**config.mk**
```make
export PLATFORM = sky130hd
export DESIGN_NAME = booth4_mult_ctrl_flat
export DESIGN_NICKNAME = d
export VERILOG_FILES = /design/src/rtl/mult_pkg.sv /design/src/rtl/booth4_mult_ctrl_if.sv /design/src/rtl/booth4_pp_sel.sv /design/src/rtl/booth4_mult_ctrl.sv /design/src/flat_wrapper.sv
export SDC_FILE = /design/constraint.sdc
export NUM_CORES = 1
export LEC_CHECK = 0
export ABC_AREA = 0
export CAP_MARGIN = 20
export CORE_MARGIN = 4
export CORE_UTILIZATION = 35
export DETAILED_ROUTE_END_ITERATION = 12
export SLEW_MARGIN = 20
export SYNTH_ARGS = -nofsm -noshare
export SYNTH_HDL_FRONTEND = slang
export SYNTH_HIERARCHICAL = 1
export SYNTH_SLANG_ARGS = --single-unit
```
**constraint.sdc**
```tcl
create_clock -name clock -period 7.45 [get_ports clock]
set_input_delay 1.1175 -clock clock [delete_from_list [all_inputs] [get_ports clock]]
set_output_delay 1.1175 -clock clock [all_outputs]
set_load 0.01 [all_outputs]
```
**src/rtl/mult_pkg.sv**
```systemverilog
// rtl/mult_pkg.sv - shared types and constants for the radix-4 Booth multiplier
// Contents: default width and iteration count, controller state enum,
//           Booth select encoding and the 3-bit recoding helper.
package mult_pkg;

    localparam int MULT_WIDTH = 32;
    localparam int MULT_ITER  = MULT_WIDTH / 2;

    typedef enum logic [1:0] {
        IDLE,
        RUN,
        DONE
    } multState_e;

    typedef enum logic [2:0] {
        SEL_ZERO,
        SEL_PM,
        SEL_P2M,
        SEL_NM,
        SEL_N2M
    } boothSel_e;

    // Radix-4 Booth recoding of {b[i+1], b[i], b[i-1]}
    function automatic boothSel_e boothDecode(input logic [2:0] bits);
        case (bits)
            3'b001, 3'b010: boothDecode = SEL_PM;
            3'b011:         boothDecode = SEL_P2M;
            3'b100:         boothDecode = SEL_N2M;
            3'b101, 3'b110: boothDecode = SEL_NM;
            default:        boothDecode = SEL_ZERO;
        endcase
    endfunction

endpackage

```
**src/rtl/booth4_mult_ctrl_if.sv**
```systemverilog
// rtl/booth4_mult_ctrl_if.sv - X-stage / writeback handshake bundle for the multiplier
// Signals: ctrl_MULT (start), data_operandA/B (operands), data_result,
//          data_exception, data_resultRDY (completion pulse), busy.
// Modports: master = pipeline side, slave = multiplier side.
interface booth4_mult_ctrl_if
    import mult_pkg::*;
#(
    parameter int WIDTH = MULT_WIDTH
);
    logic             ctrl_MULT;
    logic [WIDTH-1:0] data_operandA;
    logic [WIDTH-1:0] data_operandB;
    logic [WIDTH-1:0] data_result;
    logic             data_exception;
    logic             data_resultRDY;
    logic             busy;

    modport master (
        output ctrl_MULT, data_operandA, data_operandB,
        input  data_result, data_exception, data_resultRDY, busy
    );

    modport slave (
        input  ctrl_MULT, data_operandA, data_operandB,
        output data_result, data_exception, data_resultRDY, busy
    );

endinterface

```
**src/rtl/booth4_pp_sel.sv**
```systemverilog
// rtl/booth4_pp_sel.sv - radix-4 Booth partial-product addend selector
// Ports: boothBits (P[2:0]), multiplicand (sign-extended M, WIDTH+2),
//        addend (0, +M, +2M, -M or -2M, WIDTH+2, modulo 2^(WIDTH+2)).
module booth4_pp_sel
    import mult_pkg::*;
#(
    parameter int WIDTH = MULT_WIDTH
) (
    input  logic [2:0]       boothBits,
    input  logic [WIDTH+1:0] multiplicand,
    output logic [WIDTH+1:0] addend
);

    boothSel_e sel;

    // Two guard bits on M keep +/-2M of the most negative operand in range.
    always_comb begin
        sel    = boothDecode(boothBits);
        addend = '0;
        case (sel)
            SEL_PM:  addend = multiplicand;
            SEL_P2M: addend = multiplicand << 1;
            SEL_NM:  addend = -multiplicand;
            SEL_N2M: addend = -(multiplicand << 1);
            default: addend = '0;
        endcase
    end

endmodule

```
**src/rtl/booth4_mult_ctrl.sv**
```systemverilog
// rtl/booth4_mult_ctrl.sv - multicycle radix-4 Booth signed multiplier controller
// Ports: clock, reset (async active-low), bus (booth4_mult_ctrl_if.slave).
// Runs WIDTH/2 add-then-shift-by-2 iterations, then pulses data_resultRDY
// for one cycle with the low product word and an overflow flag.
// Optional: BOOTH4_ZERO_BYPASS_EN - zero operand finishes in one cycle.
module booth4_mult_ctrl
    import mult_pkg::*;
#(
    parameter int WIDTH = MULT_WIDTH
) (
    input  logic              clock,
    input  logic              reset,
    booth4_mult_ctrl_if.slave bus
);

    localparam int ITERS = WIDTH / 2;
    localparam int PW    = 2 * WIDTH + 3;
    localparam int CW    = $clog2(ITERS + 1);

    multState_e         state;
    multState_e         nextState;
    logic [WIDTH+1:0]   multReg;
    logic [PW-1:0]      prodReg;
    logic [PW-1:0]      prodShifted;
    logic [WIDTH+1:0]   addend;
    logic [WIDTH+1:0]   accSum;
    logic [2*WIDTH-1:0] product;
    logic [CW-1:0]      iterCount;
    logic [WIDTH-1:0]   resultReg;
    logic               exceptReg;
    logic               lastIter;
    logic               zeroOp;
    logic               overflow;

    booth4_pp_sel #(.WIDTH(WIDTH)) ppSel (
        .boothBits    (prodReg[2:0]),
        .multiplicand (multReg),
        .addend       (addend)
    );

`ifdef BOOTH4_ZERO_BYPASS_EN
    assign zeroOp = (bus.data_operandA == '0) || (bus.data_operandB == '0);
`else
    assign zeroOp = 1'b0;
`endif

    // prodReg = {acc[WIDTH+1:0], multiplier[WIDTH-1:0], q-1}
    assign accSum      = prodReg[PW-1:WIDTH+1] + addend;
    assign prodShifted = {{2{accSum[WIDTH+1]}}, accSum, prodReg[WIDTH:2]};
    assign product     = prodShifted[2*WIDTH:1];
    assign lastIter    = (iterCount == CW'(ITERS - 1));
    // Representable iff the upper half is a pure sign extension of bit WIDTH-1.
    assign overflow    = !((&product[2*WIDTH-1:WIDTH-1]) || !(|product[2*WIDTH-1:WIDTH-1]));

    always_ff @(posedge clock or negedge reset) begin
        if (!reset) begin
            state <= IDLE;
        end else begin
            state <= nextState;
        end
    end

    always_comb begin
        nextState = state;
        case (state)
            IDLE:    if (bus.ctrl_MULT) nextState = zeroOp ? DONE : RUN;
            RUN:     if (lastIter) nextState = DONE;
            DONE:    nextState = IDLE;
            default: nextState = IDLE;
        endcase
    end

    always_ff @(posedge clock or negedge reset) begin
        if (!reset) begin
            multReg   <= '0;
            prodReg   <= '0;
            iterCount <= '0;
            resultReg <= '0;
            exceptReg <= 1'b0;
        end else begin
            case (state)
                IDLE: begin
                    if (bus.ctrl_MULT) begin
                        multReg   <= {{2{bus.data_operandA[WIDTH-1]}}, bus.data_operandA};
                        prodReg   <= {{(WIDTH + 2){1'b0}}, bus.data_operandB, 1'b0};
                        iterCount <= '0;
                        if (zeroOp) begin
                            resultReg <= '0;
                            exceptReg <= 1'b0;
                        end
                    end
                end
                RUN: begin
                    prodReg   <= prodShifted;
                    iterCount <= iterCount + CW'(1);
                    if (lastIter) begin
                        resultReg <= product[WIDTH-1:0];
                        exceptReg <= overflow;
                    end
                end
                default: ;
            endcase
        end
    end

    assign bus.data_result    = resultReg;
    assign bus.data_exception = exceptReg;
    assign bus.data_resultRDY = (state == DONE);
    assign bus.busy           = (state == RUN);

endmodule

```
**src/flat_wrapper.sv**
```systemverilog
// flat-port wrapper written by rule: the top's interface ports become plain ports
module booth4_mult_ctrl_flat import mult_pkg::*;
#(
    parameter int WIDTH = MULT_WIDTH
)
  (clock, reset, bus_ctrl_MULT, bus_data_operandA, bus_data_operandB, bus_data_result, bus_data_exception, bus_data_resultRDY, bus_busy);
  booth4_mult_ctrl_if #(.WIDTH(WIDTH)) bus_i ();
  input  logic clock;
  input  logic reset;
  input wire logic [$bits(bus_i.ctrl_MULT)-1:0] bus_ctrl_MULT;
  input wire logic [$bits(bus_i.data_operandA)-1:0] bus_data_operandA;
  input wire logic [$bits(bus_i.data_operandB)-1:0] bus_data_operandB;
  output wire logic [$bits(bus_i.data_result)-1:0] bus_data_result;
  output wire logic [$bits(bus_i.data_exception)-1:0] bus_data_exception;
  output wire logic [$bits(bus_i.data_resultRDY)-1:0] bus_data_resultRDY;
  output wire logic [$bits(bus_i.busy)-1:0] bus_busy;
  assign bus_i.ctrl_MULT = bus_ctrl_MULT;
  assign bus_i.data_operandA = bus_data_operandA;
  assign bus_i.data_operandB = bus_data_operandB;
  assign bus_data_result = bus_i.data_result;
  assign bus_data_exception = bus_i.data_exception;
  assign bus_data_resultRDY = bus_i.data_resultRDY;
  assign bus_busy = bus_i.busy;
  booth4_mult_ctrl #(.WIDTH(WIDTH)) u_core (.clock(clock), .reset(reset), .bus(bus_i));
endmodule
```
=== After elaboration in Yosys (flattened, before gate mapping) ===
Cells that the tools add are included.

* ROM bits: 0
* Memories: 0
* Latch bits: 0
* Bits in registers: 139
* Memory bits (writable): 0
* Input bits: 67
* Logic and storage cells: 47
* Output and inout bits: 35

* Multipliers: 0
* Bitwise gates (word level): 0
* Equality and inequality tests: 15
* Divide/modulo/power cells: 0
* Reductions and logical operators: 13
* Mux-type cells: 9
* Shifts and indexed selects: 0
* Add/subtract/negate cells: 4
* $lt $le $gt $ge: 0

{| class="wikitable"
|+ Operator list
! kind !! count
|-
| $pmux 34 s4 || 1
|-
| $pmux 67 s2 || 1
|-
| $neg 34->34 || 2
|-
| $mux 67 || 1
|-
| $add 34x34->34 || 1
|-
| $reduce_and 33->1 || 1
|-
| $reduce_or 33->1 || 1
|-
| $eq 3x2->1 const B || 4
|-
| $eq 3x3->1 const B || 4
|-
| $pmux 3 s4 || 1
|-
| $pmux 5 s2 || 1
|-
| $reduce_and 2->1 || 4
|-
| $eq 3x1->1 const B || 2
|-
| $add 5x1->5 const B || 1
|-
| $eq 5x4->1 const B || 1
|-
| $mux 5 || 1
|-
| $mux 2 || 2
|-
| $pmux 2 s2 || 1
|-
| $reduce_or 2->1 || 2
|-
| $eq 2x1->1 const B || 1
|-
| $eq 2x2->1 const B || 1
|-
| $logic_not 1->1 || 2
|-
| $logic_not 2->1 || 1
|-
| $ne 2x1->1 const B || 1
|-
| 3 further kinds || 3
|}

=== Longest topological paths before layout ===
Gate-level depths: netlist (run 1).

* Depth in word-level cells: 10
* Gate-level depth with buffers: 21
* Depth with buffers taken out: 19

=== Modules after synthesis ===
The synthesis (run 1) kept the hierarchy.

{| class="wikitable"
|+ Modules (own cells, without submodules)
! module !! cells an instance !! area each (sq um) !! sequential area each (sq um) !! instances
|-
| booth4_mult_ctrl || 740 || 7548.5 || 3428.3 || 1
|-
| booth4_pp_sel || 321 || 2079.5 || 0.0 || 1
|}

=== Worst setup path after synthesis (run 1) ===
OpenSTA, ideal clock, no wires.

* Path type: reg-to-reg
* Start: reg u_core.multReg[2]
* End: reg u_core.exceptReg, in the netlist u_core/bus.data_exception
* Clock period less this slack: 4.746 ns
* Path buffers: 2
* Path slack: 2.704 ns
* Data required time: 7.319 ns
* Stages on the path, launching flop included: 19
* Setup time: 0.131 ns
* Arrival: 4.614 ns
* Cells stage by stage: dfrtp_1 buf_6 or4_4 or3_1 buf_6 nor4b_4 xnor2_1 a221o_1 ha_1 nand2_1 o21a_1 and3_1 or4_1 or4_1 nor4_2 nand4_1 nor4b_2 a41o_1 a21oi_1

* Cells in the longest elaborated chain, start to end: 7
* Elaborated cells on any way between the ends: 9
* Classes of those cells: add/sub: 3; mux: 1; reduce/logical: 5

{| class="wikitable"
|+ Ends and longest elaborated chain
! item !! line !! text
|-
| from (decl) || booth4_mult_ctrl.sv:22 || <nowiki>logic [WIDTH+1:0] multReg;</nowiki>
|-
| from (signal assigned) || booth4_mult_ctrl.sv:84 || <nowiki>multReg <= {{2{bus.data_operandA[WIDTH-1]}}, bus.data_operandA};</nowiki>
|-
| $neg 34->34, on equally long branches || booth4_pp_sel.sv:24, booth4_pp_sel.sv:23 ||
|-
| $pmux 34 s4 * || booth4_pp_sel.sv:20 || <nowiki>case (sel)</nowiki>
|-
| net u_core.addend[23] || booth4_mult_ctrl.sv:25 || <nowiki>logic [WIDTH+1:0] addend;</nowiki>
|-
| $add 34x34->34 * || booth4_mult_ctrl.sv:48 || <nowiki>assign accSum = prodReg[PW-1:WIDTH+1] + addend;</nowiki>
|-
| $reduce_or 33->1 || booth4_mult_ctrl.sv:53 || <nowiki>assign overflow = !((&product[2*WIDTH-1:WIDTH-1]) || !(|product[2*WIDTH-1:WIDTH-1]));</nowiki>
|-
| $logic_not 1->1 || booth4_mult_ctrl.sv:53 ||
|-
| $logic_or 1x1->1 * || booth4_mult_ctrl.sv:53 ||
|-
| $logic_not 1->1 * || booth4_mult_ctrl.sv:53 ||
|-
| to (signal assigned) || booth4_mult_ctrl.sv:98 || <nowiki>exceptReg <= overflow;</nowiki>
|-
| to (decl) || booth4_mult_ctrl.sv:30 || <nowiki>logic exceptReg;</nowiki>
|}

Mark *: on every way through the listed nets, which the timed path passes. The rest lies on a longest branch.
A chain may end at the register's enable or synchronous reset.

=== Final worst setup path (run 1) ===
* Start: reg u_core.multReg[0]
* End: reg u_core.exceptReg, in the netlist u_core/bus.data_exception

The elaborated chain is that of the path after synthesis.

==> run_results.csv, run 1 <==
group,metric,value,unit
hold_path,hp-class,"flop to flop",
route,detail-route-antenna-nets,0,
critical_path,crit_fanout,9,
logic_synthesis,yosys.area_share.xor_xnor,5.731,%
floorplan,num_rows,60,
critical_path,critPathArrivalTime,5.96,ns
floorplan,die_area,0.03023,mm2
critical_path,cp_slowest_cell,"nor4b_2",
final_layout,area_delta_synth_final,18.57,%
grt,grtUsageTotal,18.85,%
critical_path,cp.required,7.76,ns
logic_synthesis,synthDistinctLibCells,77,
grt,grt-ovfl-total,0,
clock_tree,clockBufferDepth,2,
final_layout,final_cell_mix,"137 x dfrtp_1, 100 x clkdlybuf4s50_1, 94 x o21ai_0",
clock_tree,htreeDepth,4,
final_layout,antenna_cells,0,
logic_synthesis,ys_seq_elements,137,
route,wl,29.11,mm
sta,fin_crit_sh,75.87,%
floorplan,die_h,173.9,um
sta,min_period,5.652,ns
critical_path,crit_path_cell_trace,"inv_1 > ha_1 > nor4b_2 > nand4_1 > nor4_1 > mux2i_1 > a211o_1 > ha_1 > nand2_1 > o21a_1 > and3_1 > or4_1 > or4_1 > nor4_2 > nand4_1 > nor4b_2 > a41o_1 > a21oi_1",
sta,slew-limit-headroom,30.63,%
critical_path,endpoint_kind,"flop",
critical_path,r2r-start,"u_core/multReg[0]$_DFFE_PN0P_",
grt,grt_max_degree,72,
floorplan,start_util,35.63,%
route,drc,0,
clock_tree,clock-sinks,137,
logic_synthesis,syn-cell-area,0.009628,mm2
floorplan,coreArea,0.02703,mm2
clock_tree,post_cts.repair.setup_buffers,0,
critical_path,cp.depth,18,
clock_tree,cts_buffers,17,
sta,fin_skew,0.01159,ns
critical_path,startpoint,"u_core/multReg[0]$_DFFE_PN0P_",
logic_synthesis,syn_area_per_cell,9.074,um2
hold_path,hold_depth,2,
critical_path,critPathTopFamily,"simple AND/OR/NAND/NOR gates",
final_layout,nFillCells,2673,
sta,rsz0062_at_grt,"false",
logic_synthesis,syn_inst,1061,
critical_path,crit_path_start_kind,"flop",
floorplan,io_pins,102,
final_layout,multiInputGateArea,0.005808,mm2
logic_synthesis,synth_compound_area_share,24.03,%
logic_synthesis,synth_edf_count,0,
route,dr_total_vias,8591,
clock_tree,cts_resized,0,
clock_tree,path_clk_slew,0.06,ns
logic_synthesis,synthFlopType,"dfrtp_1",
logic_synthesis,synth_top_cell_area_share,35.61,%
final_layout,mostFrequentLayoutCell,"dfrtp_1",
placement,hpwl,20.11,mm
grt,grt_pass1_wl,46.46,mm
critical_path,path_buf_inv,1,
clock_tree,ctsHoldBuffers,0,
sta,finalMaxSlewViolations,0,
logic_synthesis,synth_mux_area_share,8.213,%
sta,final-setup-viol-count,0,
route,dr.pass1.iters,5,
logic_synthesis,synth_area_leader_cell,"dfrtp_1",
critical_path,criticalPathCategory,"flop to flop",
route,drtIter0Drc,814,
critical_path,rr_worst_depth,18,
grt,grt_pass1_vias,8327,
logic_synthesis,syn_nets,1165,
final_layout,drive_gt1_share,12.10,%
sta,max_freq,176.9,MHz
grt,antenna_found_initial,0,
final_layout,postLayoutCoreUtil,42.24,%
clock_tree,clockRootBuffer,"clkbuf_16",
final_layout,final_cells,1473,
logic_synthesis,synth_top_family_by_area,"compound AO/OA/AOI/OAI gates",
floorplan,die_w,173.9,um
sta,finalHoldViolCount,0,
run,cap_violations,0,
placement,dp_cells,1441,
critical_path,cp_slowest_stage_delay,0.60,ns
final_layout,layout.nets,1223,
logic_synthesis,seq_area_frac_synth,35.61,%
logic_synthesis,yosysWarnings,6,
sta,final.setup.tns,0,ns
logic_synthesis,synth-simple-area-share,17.37,%
hold_path,hp-start,"u_core/iterCount[4]$_DFFE_PN0P_",
sta,tightest_slew,1.038,ns
logic_synthesis,synthArstFlopShare,100.0,%
route,via_per_inst,5.832,
clock_tree,clk_latency,0.44,ns
route,wire_per_inst,19.76,um
outcome,status,"completed",
logic_synthesis,synth.area.top_cells,"dfrtp_1 36%, mux2_2 7.5%, o21ai_0 4.9%",
final_layout,seqCellArea,0.003428,mm2
logic_synthesis,synthAdderAreaFrac,4.886,%
placement,gp_routability_congestion,0.9247,
clock_tree,cts_tree,"built",
placement,port_buffers,101,
## per-layer routing
metal / wire length, um / global-route usage, %
met2: 13130 / 29.16
met5: 0 / 0
met1: 13110 / 26.23
met3: 2362 / 4.929
met4: 503 / 5.081
## sequential cells by signal, summed over array words and instances (netlist names)
signal / cells
u_core/bus.data_result: 32
u_core/state: 2
u_core/iterCount: 5
u_core/bus.data_exception: 1
u_core/prodReg: 65
u_core/multReg: 32
## area by class of cell
type / count / area share [%]
clock inverters: 13 / 1.052
clock buffers: 19 / 3.792
multi-input cells: 825 / 50.88
inverters: 24 / 0.7891
well taps: 341 / 3.737
flip-flops and latches: 137 / 30.03
repair buffers: 114 / 9.722
## logic make-up (layout without fill, tap and decap cells)
kind of cell | count (synthesis) | after routing
mux | 71 | 71
buf+inv | 99 | 170
simple gates | 305 | 305
flops | 137 | 137
fa+ha+maj | 37 | 37
xor+xnor | 63 | 63
compound gates | 349 | 349
## tightest hold or removal path: cells and delay by family (launching register included)
family	cells	cell delay, ns
flops	1	0.35
simple gates	1	0.05
compound gates	1	0.06
## path summary, 6_finish.rpt
| path | slack [ns] | to |
|---|---|---|
| max | 1.80 | u_core/bus.data_exception$_DFFE_PN0P_ |
| min | 0.49 | u_core/iterCount[4]$_DFFE_PN0P_ |
| max reg2reg | 1.80 | u_core/bus.data_exception$_DFFE_PN0P_ |
| min reg2reg | 0.49 | u_core/iterCount[4]$_DFFE_PN0P_ |
| max in group asynchronous | 5.39 | u_core/bus.data_result[30]$_DFFE_PN0P_ |
| min in group asynchronous | 0.70 | u_core/prodReg[62]$_DFFE_PN0P_ |
## synth_stat cells (all sizes together), types with 5 or more instances
library cell	n
buf	13
nand4	21
a21oi	77
inv	24
nand3	13
o221ai	10
and2	5
a211oi	9
a211o	5
nor2b	38
ha	36
a22o	22
a22oi	39
and4	5
xnor2	34
o22ai	7
xor2	29
nand2b	9
nor2	58
o211ai	10
mux2i	7
nor4b	5
nor3	19
a21o	13
clkbuf	62
mux2	64
o31ai	11
a31oi	7
nand2	71
o21a	10
nor4	20
or4	9
or3	14
o21ai	96
dfrtp	137
or2	6
## metrics by stage
step	cell area [um2]	hold slack, ns	setup slack (ns)
after floorplan	9628	0.4498	2.704
after global placement	10860	0.4672	1.914
after detailed placement	10860	0.4795	1.922
after CTS	11420	0.4953	1.904
after global routing	11420	0.5247	1.493
final	11420	0.4887	1.798
Power of run 1 is not shown: default switching activity piles up to over one toggle a cycle in this logic, so the estimate is an artifact.
==> run 2: changes to the inputs <==
Clock period 7.45 ns to 5.6 ns, I/O delays scaled along.
==> run 2 against run 1 <==
Hold slack worse by 0.0040 ns. Clock skew down 0.0045 ns. Wire length up 0.96%. Critical path depth up 1. Via count up 1.0%. Utilization up 0.71 points. Critical endpoint unchanged. Highest routed layer unchanged.
==> run_results.csv, run 2 (synthesis gave the netlist of run 1 again) <==
group,metric,value,unit
final_layout,area_delta_synth_final,20.57,%
sta,fin_crit_sh,94.68,%
placement,gp_routability_congestion,0.9050,
critical_path,cp.depth,19,
sta,tightest_slew,1.072,ns
floorplan,coreArea,0.02703,mm2
sta,finalMaxSlewViolations,0,
clock_tree,ctsHoldBuffers,0,
final_layout,postLayoutCoreUtil,42.95,%
final_layout,largest_reg_flops,65,
sta,max_freq,188.6,MHz
critical_path,rr_worst_depth,19,
hold_path,hold_depth,2,
placement,hpwl,20.88,mm
route,wl_met2,13.49,mm
floorplan,die_area,0.03023,mm2
sta,final.setup.tns,0,ns
sta,min_period,5.302,ns
critical_path,cp_slowest_stage_delay,0.49,ns
sta,finalHoldViolCount,0,
route,dr.pass1.iters,7,
route,drtIter0Drc,679,
route,via_per_inst,5.828,
final_layout,final_cell_mix,"137 x dfrtp_1, 100 x clkdlybuf4s50_1, 94 x o21ai_0",
clock_tree,clock-sinks,137,
sta,final-setup-viol-count,0,
clock_tree,clockBufferDepth,2,
sta,hold_ws,0.4847,ns
critical_path,crit_path_cell_trace,"inv_1 > ha_1 > nor4b_4 > nand4_1 > buf_4 > or4_1 > a221oi_1 > o22ai_1 > ha_1 > a21oi_1 > a311o_1 > or2_2 > nor3_1 > a21oi_1 > xnor2_1 > nor3b_1 > nand4_1 > nor4_1 > a21oi_1",
grt,grt_pass1_vias,8498,
clock_tree,clockRootBuffer,"clkbuf_16",
clock_tree,path_clk_slew,0.06,ns
final_layout,top_register,"u_core/prodReg",
grt,grtUsageTotal,19.27,%
final_layout,antenna_cells,0,
clock_tree,clk_latency,0.43,ns
sta,slew-limit-headroom,28.01,%
critical_path,critPathTopFamily,"simple AND/OR/NAND/NOR gates",
sta,rsz0062_at_grt,"false",
clock_tree,htreeDepth,4,
critical_path,crit_fanout,5,
sta,layout_setup_ws,0.2980,ns
final_layout,mostFrequentLayoutCell,"dfrtp_1",
grt,grt_pass1_wl,47.34,mm
critical_path,cp_slowest_cell,"or4_1",
run,cap_violations,0,
critical_path,criticalPathCategory,"flop to flop",
route,route.met3.wl,2.311,mm
critical_path,path_buf_inv,2,
outcome,status,"completed",
floorplan,die_w,173.9,um
route,wire_per_inst,19.73,um
critical_path,crit_path_start_kind,"flop",
placement,place_ws,0.2055,ns
sta,fin_skew,0.007127,ns
floorplan,start_util,35.63,%
critical_path,cp.required,5.90,ns
grt,grt_max_degree,101,
floorplan,die_h,173.9,um
route,met1Wirelength,12.90,mm
critical_path,endpoint_kind,"flop",
clock_tree,cts_tree,"built",
route,highest_layer,"met4",
critical_path,critPathArrivalTime,5.60,ns
clock_tree,cts_buffers,17,
route,detail-route-antenna-nets,0,
route,wl,29.38,mm
route,drc,0,
floorplan,num_rows,60,
final_layout,drive_gt1_share,14.02,%
critical_path,critPathMostFrequentCell,"a21oi_1",
grt,grt-ovfl-total,0,
placement,port_buffers,101,
floorplan,io_pins,102,
grt,antenna_found_initial,0,
route,dr_total_vias,8678,
hold_path,hp-class,"flop to flop",
final_layout,layout.nets,1239,
==> run 2: cell types whose count changed in the layout (fill, tap and decap cells not counted), moves of 2 or more <==
cell / previous run / this run
clkbuf_1: 2 / 0
a211oi_1: 9 / 7
clkinvlp_4: 3 / 1
a211oi_2: 0 / 2
buf_4: 13 / 29
inv_6: 3 / 6
==> run 2: cell type report <==
cell class	count	area, um2
multi-input cells	825	5844
clock buffers	17	425.4
fillers	2618	15420
flip-flops and latches	137	3428
inverters	24	90.09
repair buffers	130	1230
clock inverters	15	163.9
well taps	341	426.7
==> run 2: stage by stage <==
step	area [um2]	cells
after detailed placement	10980	1456
final	11610	1489
after global routing	11610	1489
after CTS	11560	1488
after global placement	10980	1456
after floorplan	9628	1061
==> run 2: final timing paths <==
kind | slack, ns | startpoint | end
setup / recovery | 0.30 | u_core/multReg[0]$_DFFE_PN0P_ | u_core/bus.data_exception$_DFFE_PN0P_
hold / removal | 0.48 | u_core/iterCount[4]$_DFFE_PN0P_ | u_core/iterCount[4]$_DFFE_PN0P_
setup reg to reg | 0.30 | u_core/multReg[0]$_DFFE_PN0P_ | u_core/bus.data_exception$_DFFE_PN0P_
hold reg to reg | 0.48 | u_core/iterCount[4]$_DFFE_PN0P_ | u_core/iterCount[4]$_DFFE_PN0P_
max in group asynchronous | 4.10 | reset | u_core/multReg[25]$_DFFE_PN0P_
min in group asynchronous | 0.50 | reset | u_core/prodReg[55]$_DFFE_PN0P_
==> run 2: worst reg2reg max path: cells and delay by family, from the launching register on <==
family | cells | cell delay, ns
flip-flops | 1 | 0.41
adder cells (fa/ha/maj) | 2 | 0.63
AND/OR/NAND/NOR | 8 | 2.18
buffers and inverters | 2 | 0.34
AO/OA/AOI/OAI | 6 | 1.20
XOR/XNOR | 1 | 0.43
==> run 2: timing repair <==
action | CTS | global route
setup endpoints to repair | 0 | 2
setup buffers | 0 | 1
resized for setup | 0 | 7
==> run 2: routing by layer <==
metal / up-vias / GRT usage, %
li1: 4110 / -
met2: 292 / 29.81
met1: 4233 / 26.05
met4: 0 / 5.840
met3: 43 / 5.845
met5: - / 0
Power of run 2 is left out for the same reason.
==> run 3: changes to the inputs <==
Settings changed: CTS_BUF_LIST from default to sky130_fd_sc_hd__clkbuf_16.
==> results of run 3 <==
The final DEF is identical to that of run 2; final timing and power are the same.
Power of run 3 is left out for the same reason.
